===== src/rtl/sdram_addr_manager.sv =====
// Circular-buffer write/read pointer manager for the SDRAM science store.
// Optional feature macro: WRAP_OVERWRITE_EN (write while full drops the oldest word).
module sdram_addr_manager #(
  parameter int COL_BITS = 9,
  parameter int ROW_BITS = 13,
  parameter int BA_BITS  = 2,
  parameter int AF_LEVEL = 16777000
) (
  input  logic                                   CLK_48MHZ,
  input  logic                                   RESET,
  input  logic                                   NEXT_WRITE,
  input  logic                                   NEXT_READ,
  input  logic                                   CLEAR_FLAGS,
  output logic [BA_BITS-1:0]                     BA_WRITE,
  output logic [ROW_BITS-1:0]                    ROW_WRITE,
  output logic [COL_BITS-1:0]                    COL_WRITE,
  output logic [BA_BITS-1:0]                     BA_READ,
  output logic [ROW_BITS-1:0]                    ROW_READ,
  output logic [COL_BITS-1:0]                    COL_READ,
  output logic [BA_BITS+ROW_BITS+COL_BITS:0]     WORD_COUNT,
  output logic                                   EMPTY,
  output logic                                   FULL,
  output logic                                   ALMOST_FULL,
  output logic                                   OVERFLOW,
  output logic                                   UNDERFLOW
);

  localparam int AW = BA_BITS + ROW_BITS + COL_BITS;
  localparam logic [AW:0] depth_cnt = {1'b1, {AW{1'b0}}};
  localparam logic [AW:0] af_cnt    = (AW+1)'(AF_LEVEL);

  logic          wr_prev, rd_prev;
  logic          wr_ev_q, rd_ev_q;
  logic [AW-1:0] wr_ptr, rd_ptr;
  logic [AW:0]   word_count;
  logic          overflow, underflow;

  logic          is_full, is_empty;
  logic [AW-1:0] wr_ptr_nxt, rd_ptr_nxt;
  logic [AW:0]   count_nxt;
  logic          ovf_set, udf_set;

  assign is_full  = (word_count == depth_cnt);
  assign is_empty = (word_count == '0);

  // Events are registered one cycle before they are resolved against the count.
  always_comb begin
    wr_ptr_nxt = wr_ptr;
    rd_ptr_nxt = rd_ptr;
    count_nxt  = word_count;
    ovf_set    = 1'b0;
    udf_set    = 1'b0;
    if (wr_ev_q && rd_ev_q) begin
      wr_ptr_nxt = wr_ptr + AW'(1);
      if (is_empty) begin
        count_nxt = word_count + (AW+1)'(1);
        udf_set   = 1'b1;
      end else begin
        rd_ptr_nxt = rd_ptr + AW'(1);
      end
    end else if (wr_ev_q) begin
      if (!is_full) begin
        wr_ptr_nxt = wr_ptr + AW'(1);
        count_nxt  = word_count + (AW+1)'(1);
      end else begin
        ovf_set = 1'b1;
`ifdef WRAP_OVERWRITE_EN
        wr_ptr_nxt = wr_ptr + AW'(1);
        rd_ptr_nxt = rd_ptr + AW'(1);
`endif
      end
    end else if (rd_ev_q) begin
      if (!is_empty) begin
        rd_ptr_nxt = rd_ptr + AW'(1);
        count_nxt  = word_count - (AW+1)'(1);
      end else begin
        udf_set = 1'b1;
      end
    end
  end

  // Edge-detect history resets high so a level already asserted at release is not counted.
  always_ff @(posedge CLK_48MHZ) begin
    if (!RESET) begin
      wr_prev    <= 1'b1;
      rd_prev    <= 1'b1;
      wr_ev_q    <= 1'b0;
      rd_ev_q    <= 1'b0;
      wr_ptr     <= '0;
      rd_ptr     <= '0;
      word_count <= '0;
      overflow   <= 1'b0;
      underflow  <= 1'b0;
    end else begin
      wr_prev    <= NEXT_WRITE;
      rd_prev    <= NEXT_READ;
      wr_ev_q    <= NEXT_WRITE & ~wr_prev;
      rd_ev_q    <= NEXT_READ & ~rd_prev;
      wr_ptr     <= wr_ptr_nxt;
      rd_ptr     <= rd_ptr_nxt;
      word_count <= count_nxt;
      overflow   <= (overflow & ~CLEAR_FLAGS) | ovf_set;
      underflow  <= (underflow & ~CLEAR_FLAGS) | udf_set;
    end
  end

  assign BA_WRITE    = wr_ptr[AW-1 -: BA_BITS];
  assign ROW_WRITE   = wr_ptr[COL_BITS +: ROW_BITS];
  assign COL_WRITE   = wr_ptr[COL_BITS-1:0];
  assign BA_READ     = rd_ptr[AW-1 -: BA_BITS];
  assign ROW_READ    = rd_ptr[COL_BITS +: ROW_BITS];
  assign COL_READ    = rd_ptr[COL_BITS-1:0];
  assign WORD_COUNT  = word_count;
  assign EMPTY       = is_empty;
  assign FULL        = is_full;
  assign ALMOST_FULL = (word_count >= af_cnt);
  assign OVERFLOW    = overflow;
  assign UNDERFLOW   = underflow;

endmodule

===== config.mk =====
export PLATFORM = sky130hd
export DESIGN_NAME = sdram_addr_manager
export DESIGN_NICKNAME = d
export VERILOG_FILES = /design/src/rtl/sdram_addr_manager.sv
export SDC_FILE = /design/constraint.sdc
export NUM_CORES = 1
export LEC_CHECK = 0
export CELL_PAD_IN_SITES_DETAIL_PLACEMENT = 0
export CELL_PAD_IN_SITES_GLOBAL_PLACEMENT = 1
export CORE_ASPECT_RATIO = 0.8
export CORE_MARGIN = 2
export CORE_UTILIZATION = 36
export CTS_BUF_LIST = sky130_fd_sc_hd__clkbuf_8
export DETAILED_ROUTE_END_ITERATION = 12
export PLACE_DENSITY_LB_ADDON = 0.2
export SLEW_MARGIN = 30
export SYNTH_ARGS = -nofsm -noshare
export SYNTH_HDL_FRONTEND = slang
export SYNTH_SLANG_ARGS = --single-unit

===== constraint.sdc =====
create_clock -name CLK_48MHZ -period 2.5 [get_ports CLK_48MHZ]
set_clock_uncertainty 0.05 [all_clocks]
set_input_delay 0.375 -clock CLK_48MHZ [delete_from_list [all_inputs] [get_ports CLK_48MHZ]]
set_output_delay 0.375 -clock CLK_48MHZ [all_outputs]
set_load 0.02 [all_outputs]

==> impl_metrics.env, run 1 <==
export IMPL_dieArea_sq_um=12800
export IMPL_yosys_top_cells_area="dfxtp_1, xnor2_1, nor2_1"
export IMPL_final_nets=682
export IMPL_worstSkewPairLatency_ns=0.36
export IMPL_synth_edff_count=0
export IMPL_synth_top_cell_area_share_pct=36.9
export IMPL_crit_type="reg2reg"
export IMPL_mostFrequentLayoutCells="clkdlybuf4s50_1, buf_4, dfxtp_1"
export IMPL_synthCells=527
export IMPL_antenna_left=0
export IMPL_slowest_delay_ns=0.58
export IMPL_final_common_cell="clkdlybuf4s50_1"
export IMPL_start_util_pct=37.1
export IMPL_h_tree_depth=3
export IMPL_cts_buffer_depth=2
export IMPL_wl_per_cell_um=16.3
export IMPL_drive_gt1_share_pct=22.2
export IMPL_nFillCells=1102
export IMPL_grt_pass1_wl_um=21200
export IMPL_gr_usage_all_layers_pct=20.6
export IMPL_crit_path_cell_trace="or4_4 > nor4_4 > or3b_4 > and3_4 > or4_1 > a21oi_2"
export IMPL_min_period_ns=2.54
export IMPL_worstPathRequired_ns=2.74
export IMPL_slowest_stage="or4_4"
export IMPL_core_area_sq_um=11600
export IMPL_synth_area_sq_um=4290
export IMPL_critPathArrivalTime_ns=2.78
export IMPL_synth_compound_area_share_pct=14.9
export IMPL_cp_max_fo=6
export IMPL_synth_avg_cell_area_sq_um=8.13
export IMPL_firstDrtPassIters=5
export IMPL_rsz0062_at_grt="yes"
export IMPL_ys_types=58
export IMPL_reg2reg_from="WORD_COUNT[20]$_SDFFE_PN0P_"
export IMPL_setup_slack_ns=-0.0390
export IMPL_grt_pass1_vias=4048
export IMPL_syn_nets=537
export IMPL_hp_class="reg2reg"
export IMPL_max_slew_worst_pin_slew_ns=0.579
export IMPL_vias=4516
export IMPL_design_area_sq_um=6190
export IMPL_status="finished with violations"
export IMPL_multi_input_area_sq_um=2680
export IMPL_slew_viol_final=0
export IMPL_area_delta_synth_final_pct=44.4
export IMPL_rrSetupSlack_ns=-0.04
export IMPL_fin_crit_sh_pct=102
export IMPL_seq_area_sq_um=1600
export IMPL_synth_mux_area_share_pct=0.234
export IMPL_hold_viol_final=0
export IMPL_async_flop_share_pct=0
export IMPL_synth_top_flop_cell="dfxtp_1"
export IMPL_p_leak_uw=0.00228
export IMPL_critical_path_startpoint="WORD_COUNT[20]$_SDFFE_PN0P_"
export IMPL_synth_xor_area_share_pct=8.38
export IMPL_grt_max_degree=40
export IMPL_synth_warning_count=0
export IMPL_rr_worst_depth=6
export IMPL_cts_tree="done"
export IMPL_synth_seq_area_share_pct=36.9
export IMPL_diodes=0
export IMPL_drt_iter0_drc=361
export IMPL_die_h_um=102
export IMPL_synth_simple_area_share_pct=33.2
export IMPL_antenna_found_initial=0
export IMPL_crit_path_start_kind="flop"
export IMPL_gp_congestion=0.930
export IMPL_ctsHoldBuffers=0
export IMPL_max_cap_violations=0
export IMPL_synthAdderAreaFrac_pct=1.46
export IMPL_ctsRootBufferMaster="clkbuf_8"
export IMPL_cts_sinks=79
export IMPL_synth_top_family_by_area="simple AND/OR/NAND/NOR gates"
export IMPL_yosysTopAreaCell="dfxtp_1"
export IMPL_place_area_sq_um=5750
export IMPL_overflow=0
export IMPL_ys_seq_elements=79
export IMPL_viasPerCell=5.48
export IMPL_io_pins=83
export IMPL_crit_path_end="WORD_COUNT[21]$_SDFFE_PN0P_"
export IMPL_hpwl_um=9540
export IMPL_port_buffers=82
export IMPL_endpoint_kind="flop"
export IMPL_preCtsSetupSlack_ns=-0.0771
export IMPL_finalSetupViolCount=3
export IMPL_die_x_um=126
export IMPL_pwr_density_cell_nw_per_um2=1360
export IMPL_relSlewSlack_pct=61.3
export IMPL_clk_pin_slew_worst_paths_ns=0.08
export IMPL_violations="negative setup slack"
export IMPL_routed_wl_um=13400
export IMPL_ir_drop_mv=0.683
export IMPL_drc_errors=0
export IMPL_tritoncts_num_buffers=9
export IMPL_rows=35
export IMPL_r2r_end="WORD_COUNT[21]$_SDFFE_PN0P_"
export IMPL_max_freq_ghz=0.394
## worst min-delay path by stage
| stage | to | cells after the start | slack, ns | from |
|---|---|---|---|---|
| final | rd_ev_q$_SDFF_PN0_ | 1 | 0.34 | rd_prev$_SDFF_PN1_ |
| after global routing | rd_ev_q$_SDFF_PN0_ | 1 | 0.36 | rd_prev$_SDFF_PN1_ |
| after CTS | rd_ev_q$_SDFF_PN0_ | 1 | 0.34 | rd_prev$_SDFF_PN1_ |
| after detailed placement | rd_ev_q$_SDFF_PN0_ | 1 | 0.33 | rd_prev$_SDFF_PN1_ |
| after global placement | rd_ev_q$_SDFF_PN0_ | 1 | 0.33 | rd_prev$_SDFF_PN1_ |
| after floorplan | rd_ev_q$_SDFF_PN0_ | 1 | 0.32 | rd_prev$_SDFF_PN1_ |
## flip-flops by register name (all words and copies together) (netlist names)
name	cells
rd_prev	1
wr_ev_q	1
OVERFLOW	1
WORD_COUNT	25
wr_ptr	24
rd_ptr	24
wr_prev	1
rd_ev_q	1
UNDERFLOW	1
## per-stage QoR
stage          hold WS, ns  TNS (ns)  utilization, %  instances  total power [uW]
2_1_floorplan        0.323     -1.49               -        527              4820
3_3_place_gp         0.330   -0.0486            49.8        798              6800
3_5_place_dp         0.332    -0.316            49.8        798              6830
4_1_cts              0.339    -0.496            51.9        816              7990
5_1_grt              0.356     -2.37            53.5        824              9000
6_report             0.341   -0.0688            53.5        824              8400
## critical path: cells and delay by family (launching register included)
| kind | cells | cell delay [ns] |
|---|---|---|
| flops | 1 | 0.33 |
| compound gates | 1 | 0.13 |
| simple gates | 5 | 1.96 |
## synth_stat cells (2+ instances only)
library cell  count
and2_1            2
nor2_1           65
a21oi_1          31
xnor2_1          29
nand3_1          27
nor4b_1           5
ha_1              5
and4_1            7
o31ai_1           4
or4_4             2
o311ai_0          2
or3_2             4
nor2b_1           7
a41oi_1           2
o41a_1            2
or2_2             4
a31oi_1           8
nor4_1           15
o21ai_0          20
nand2b_1          6
nand4_1          18
o21a_1           10
and4_2            2
a41o_1            2
nor3b_1           4
dfxtp_1          79
buf_6             4
clkbuf_1         21
a32oi_1           5
or4_1             3
xor2_1           12
or3_1            16
nand2_1          27
inv_1            15
and3_1           11
buf_2             6
nor3_1           24
## cells by family (layout without fill, tap and decap cells)
group	after synthesis	in the layout
and+or+nand+nor	258	260
adders and majority gates	5	5
AOI/OAI and AO/OA	97	97
DFF	79	79
muxes	1	1
xor gates and xnor gates	41	41
buffers and inverters	46	193
## final cells by class
cell class,count,area share (%)
Inverter,15,0.951
Multi-Input combinational cell,404,43.2
Tap cell,148,2.99
Timing Repair Buffer,163,23.7
Clock inverter,4,0.728
Sequential cell,79,25.9
Clock buffer,11,2.45
## power by group
part           switching [uW]  internal [uW]  total (uW)  leakage (uW)
sequential                162           1460        1620      0.000644
combinational            3030           2760        5800       0.00153
clock                     470            506         977      0.000107
## what timing repair did
item / in CTS / in global routing
gates cloned: 1 / 2
buffers inserted: 2 / 6
resized for setup: 11 / 33
pin swaps: 1 / 12
hold endpoints to repair: 0 / 0
setup endpoints to repair: 29 / 50
## layer usage
metal	track usage, %	vias up	wire [um]
met3	6.55	6	918
met1	30.5	2137	6630
met5	0	-	0
li1	-	2215	-
met2	29.6	158	5750
met4	3.97	0	114
No activity file was read; power rests on OpenSTA's default activity.
==> inputs of run 2 (changes only) <==
Settings changed: CORE_MARGIN 2 to 4.
==> impl_metrics.env, run 2 (synthesis results as in run 1) <==
export IMPL_hpwl_um=9720
export IMPL_design_area_sq_um=6150
export IMPL_rsz0062_at_grt="yes"
export IMPL_grt_max_degree=33
export IMPL_setup_slack_ns=-0.0245
export IMPL_switching_share_pct=44.5
export IMPL_clk_pin_slew_worst_paths_ns=0.08
export IMPL_max_slew_worst_pin_slew_ns=0.558
export IMPL_antenna_found_initial=0
export IMPL_drt_iter0_drc=394
export IMPL_finalSetupViolCount=8
export IMPL_multi_input_area_sq_um=2660
export IMPL_diodes=0
export IMPL_endpoint_kind="flop"
export IMPL_hold_depth=1
export IMPL_seq_power_share_pct=19.6
export IMPL_io_pins=83
export IMPL_firstDrtPassIters=5
export IMPL_post_route_util_pct=53.2
export IMPL_min_period_ns=2.52
export IMPL_antenna_left=0
export IMPL_slew_viol_final=0
export IMPL_fin_setup_tns_ns=-0.0947
export IMPL_rr_worst_depth=7
export IMPL_status="finished with violations"
export IMPL_overflow=0
export IMPL_ir_drop_mv=0.571
export IMPL_relSlewSlack_pct=62.7
export IMPL_final_nets=682
export IMPL_pwr_density_cell_nw_per_um2=1350
export IMPL_grt_pass1_vias=4193
export IMPL_start_util_pct=37.1
export IMPL_ctsRootBufferMaster="clkbuf_8"
export IMPL_tritoncts_num_buffers=9
export IMPL_hp_class="reg2reg"
export IMPL_routed_wl_um=13600
export IMPL_crit_path_start_kind="flop"
export IMPL_rows=35
export IMPL_crit_type="reg2reg"
export IMPL_hold_viol_final=0
export IMPL_core_area_sq_um=11600
export IMPL_wl_per_cell_um=16.6
export IMPL_cts_tree="done"
export IMPL_share_comb_of_total_power_pct=67.5
export IMPL_grtUsageMet2_pct=27.6
export IMPL_drive_gt1_share_pct=21.9
export IMPL_vias=4537
export IMPL_die_x_um=130
export IMPL_die_h_um=106
export IMPL_gr_max_usage_layer="met1"
export IMPL_violations="negative setup slack"
export IMPL_h_tree_depth=3
export IMPL_fin_crit_sh_pct=101
export IMPL_viasPerCell=5.51
export IMPL_p_int_uw=4610
export IMPL_preCtsSetupSlack_ns=-0.0519
export IMPL_ctsHoldBuffers=0
export IMPL_critPathArrivalTime_ns=2.75
export IMPL_grt_met3_usage_pct=5.83
export IMPL_p_clk_share_pct=12.9
export IMPL_worstSkewPairLatency_ns=0.35
export IMPL_crit_path_cell_trace="or4_4 > or3_2 > o211ai_4 > buf_4 > and3_4 > o21ai_1 > a21oi_1"
export IMPL_seq_area_sq_um=1600
export IMPL_drc_errors=0
export IMPL_p_leak_uw=0.00224
export IMPL_dieArea_sq_um=13700
export IMPL_final_common_cell="clkdlybuf4s50_1"
export IMPL_slowest_stage="or4_4"
export IMPL_cts_buffer_depth=2
export IMPL_worstPathRequired_ns=2.73
export IMPL_max_cap_violations=0
export IMPL_largest_register_ffs=25
export IMPL_mostFrequentLayoutCells="clkdlybuf4s50_1, buf_4, dfxtp_1"
export IMPL_gr_usage_all_layers_pct=19.4
export IMPL_max_freq_ghz=0.396
export IMPL_grt_pass1_wl_um=21500
export IMPL_cp_max_fo=6
export IMPL_timing_hold_ws_ns=0.346
export IMPL_nFillCells=1099
export IMPL_port_buffers=82
export IMPL_gp_congestion=0.902
export IMPL_place_area_sq_um=5730
export IMPL_grt_met1_usage_pct=28.9
export IMPL_area_delta_synth_final_pct=43.6
export IMPL_switchingPower_uw=3690
export IMPL_cts_sinks=79
export IMPL_slowest_delay_ns=0.57
run 2: changes by cell type in the layout (fill, tap and decap cells not counted), moves of 2 or more:
cell	change
nor2_2	+2
dfxtp_2	-2
nor2_1	-2
dfxtp_1	+2
inv_6	+2
buf_6	-4
run 2: power groups by stage:
stage / Combinational [uW] / Clock, uW / Sequential (uW)
finish: 5600 / 1070 / 1630
global route: 6030 / 1150 / 1650
CTS: 5220 / 1110 / 1620
detailed placement: 5070 / 0 / 1650
global placement: 5040 / 0 / 1650
floorplan: 2930 / 0 / 1900
run 2: critical path, delay by kind of cell, from the launching register on:
kind | cells | cell delay [ns]
compound gates | 3 | 0.51
buf+inv | 1 | 0.17
flops | 1 | 0.32
simple gates | 3 | 1.40
run 2: metrics by stage:
step / power (uW) / std cells
finish: 8300 / 824
global route: 8830 / 824
CTS: 7950 / 814
detailed placement: 6720 / 793
global placement: 6690 / 793
floorplan: 4820 / 527
run 2: repair_timing:
item                       4_1_cts  5_1_grt
resized for setup               14       17
setup buffers                    4        8
pin swaps                        2       10
gates cloned                     2        2
setup endpoints to repair       14       48
run 2: area by class of cell:
cell class,instances,share of cell area [%]
Clock buffer,10,2.24
Clock inverter,5,1.32
Inverter,15,0.956
Multi-Input combinational cell,406,43.3
Sequential cell,79,26.0
Tap cell,148,3.01
Timing Repair Buffer,161,23.2
run 2: per-layer routing:
layer,share of wire (%),up-vias
li1,-,2218
met1,48,2128
met2,43,170
met3,7.8,21
met4,1.4,0
met5,0,-
run 2: worst paths after layout:
kind                                             startpoint                     endpoint  slack [ns]
worst max register to register  WORD_COUNT[16]$_SDFFE_PN0P_  WORD_COUNT[17]$_SDFFE_PN0P_       -0.02
worst min-delay path                     rd_prev$_SDFF_PN1_           rd_ev_q$_SDFF_PN0_        0.35
worst max-delay path            WORD_COUNT[16]$_SDFFE_PN0P_  WORD_COUNT[17]$_SDFFE_PN0P_       -0.02
worst min register to register           rd_prev$_SDFF_PN1_           rd_ev_q$_SDFF_PN0_        0.35
==> inputs of run 3 (changes only) <==
Settings changed: CORE_UTILIZATION 36 to 40.
Clock period 2.5 ns to 2.8 ns, I/O delays scaled along.
==> impl_metrics.env, run 3 (synthesis results as in run 1) <==
export IMPL_crit_buf_inv=1
export IMPL_routed_wl_um=12600
export IMPL_max_slew_worst_pin_slew_ns=0.611
export IMPL_final_nets=643
export IMPL_max_cap_violations=0
export IMPL_slew_viol_final=0
export IMPL_hp_class="reg2reg"
export IMPL_clk_pin_slew_worst_paths_ns=0.08
export IMPL_grt_pass1_wl_um=20400
export IMPL_tritoncts_num_buffers=9
export IMPL_seq_area_sq_um=1580
export IMPL_core_area_sq_um=10400
export IMPL_endpoint_kind="output port"
export IMPL_drt_iter0_drc=441
export IMPL_finalSetupViolCount=0
export IMPL_ctsRootBufferMaster="clkbuf_8"
export IMPL_cp_max_fo=8
export IMPL_worstPathRequired_ns=2.33
export IMPL_max_freq_ghz=0.373
export IMPL_gp_congestion=0.975
export IMPL_min_period_ns=2.68
export IMPL_grt_pass1_vias=3968
export IMPL_hold_viol_final=0
export IMPL_cts_sinks=79
export IMPL_port_buffers=82
export IMPL_status="completed"
export IMPL_fin_crit_sh_pct=95.7
export IMPL_antenna_found_initial=0
export IMPL_start_util_pct=41.3
export IMPL_die_x_um=124
export IMPL_rows=33
export IMPL_postCtsSetupRepairBufs=0
export IMPL_ir_drop_mv=0.519
export IMPL_firstDrtPassIters=5
export IMPL_slowest_stage="clkdlybuf4s50_1"
export IMPL_die_h_um=101
export IMPL_gr_usage_all_layers_pct=20.8
export IMPL_drive_gt1_share_pct=13.5
export IMPL_diodes=0
export IMPL_p_leak_uw=0.00200
export IMPL_mostFrequentLayoutCells="clkdlybuf4s50_1, dfxtp_1, nor2_1"
export IMPL_worstSkewPairLatency_ns=0.37
export IMPL_fin_setup_tns_ns=0
export IMPL_slowest_delay_ns=0.60
export IMPL_timing_hold_ws_ns=0.342
export IMPL_path_delay_family="buffers and inverters"
export IMPL_antenna_left=0
export IMPL_critPathArrivalTime_ns=2.21
export IMPL_drc_errors=0
export IMPL_crit_path_start_kind="flop"
export IMPL_grt_max_degree=38
export IMPL_area_delta_synth_final_pct=32.3
export IMPL_relSlewSlack_pct=58.9
export IMPL_crit_path_cell_trace="nand4_1 > nor2_1 > a41o_1 > clkdlybuf4s50_1"
export IMPL_cts_tree="done"
export IMPL_cts_buffer_depth=2
export IMPL_vias=4354
export IMPL_h_tree_depth=3
export IMPL_io_pins=83
export IMPL_wl_per_cell_um=16.2
export IMPL_dieArea_sq_um=12400
export IMPL_nFillCells=1000
export IMPL_overflow=0
export IMPL_ctsHoldBuffers=0
export IMPL_hpwl_um=9380
export IMPL_viasPerCell=5.60
export IMPL_final_common_cell="clkdlybuf4s50_1"
export IMPL_rsz0062_at_grt="no"
export IMPL_cts_resized=3
export IMPL_largest_register_ffs=25
export IMPL_multi_input_area_sq_um=2500
export IMPL_crit_type="reg2out"
export IMPL_pwr_density_cell_nw_per_um2=1160
==> run 3: final cells by class <==
cell class,instances,share of cell area (%)
clock inverter,6,1.06
tap,140,3.09
multi-input combinational,402,44.1
sequential,79,27.9
inverter,15,0.993
timing repair buffer,126,20.4
clock buffer,10,2.43
==> run 3: per-layer routing <==
layer / vias to the layer above / global-route usage [%] / wire length [um]
li1: 2128 / - / -
met1: 2068 / 30.6 / 6230
met2: 141 / 29.7 / 5400
met3: 17 / 6.17 / 790
met4: 0 / 4.60 / 167
met5: - / 0 / 0
==> run 3: report_power, final <==
group          leakage [uW]  switching, uW  internal, uW
clock network      0.000110            438           435
registers          0.000640            206          1290
logic               0.00125           2350          1870
total               0.00200           2990          3600
==> run 3: worst paths after layout <==
path,startpoint,cells past startpoint,slack [ns],end
min reg2reg,rd_prev$_SDFF_PN1_,1,0.34,rd_ev_q$_SDFF_PN0_
min,rd_prev$_SDFF_PN1_,1,0.34,rd_ev_q$_SDFF_PN0_
max,WORD_COUNT[13]$_SDFFE_PN0P_,4,0.12,ALMOST_FULL
max reg2reg,WORD_COUNT[1]$_SDFFE_PN0P_,8,0.13,WORD_COUNT[20]$_SDFFE_PN0P_
==> run 3: stage by stage <==
| step | cell area [sq um] | power, uW | util, % | std cells | setup WS (ns) |
|---|---|---|---|---|---|
| finish | 5670 | 6590 | 54.7 | 778 | 0.121 |
| global route | 5670 | 7030 | 54.7 | 778 | 0.00428 |
| CTS | 5670 | 6560 | 54.7 | 778 | 0.00990 |
| detailed placement | 5470 | 5690 | 52.8 | 762 | 0.122 |
| global placement | 5470 | 5660 | 52.8 | 762 | 0.168 |
| floorplan | 4290 | 4080 | - | 527 | 0.0145 |
==> run 3: worst register-to-register path, cell delays in order (launching register included) <==
cell and delay, ns:
dfxtp_2 0.33, inv_1 0.07, ha_1 0.19, or3b_2 0.49
or3_2 0.45, o211ai_2 0.30, and2_2 0.25, a2111oi_0 0.10
a311o_1 0.34
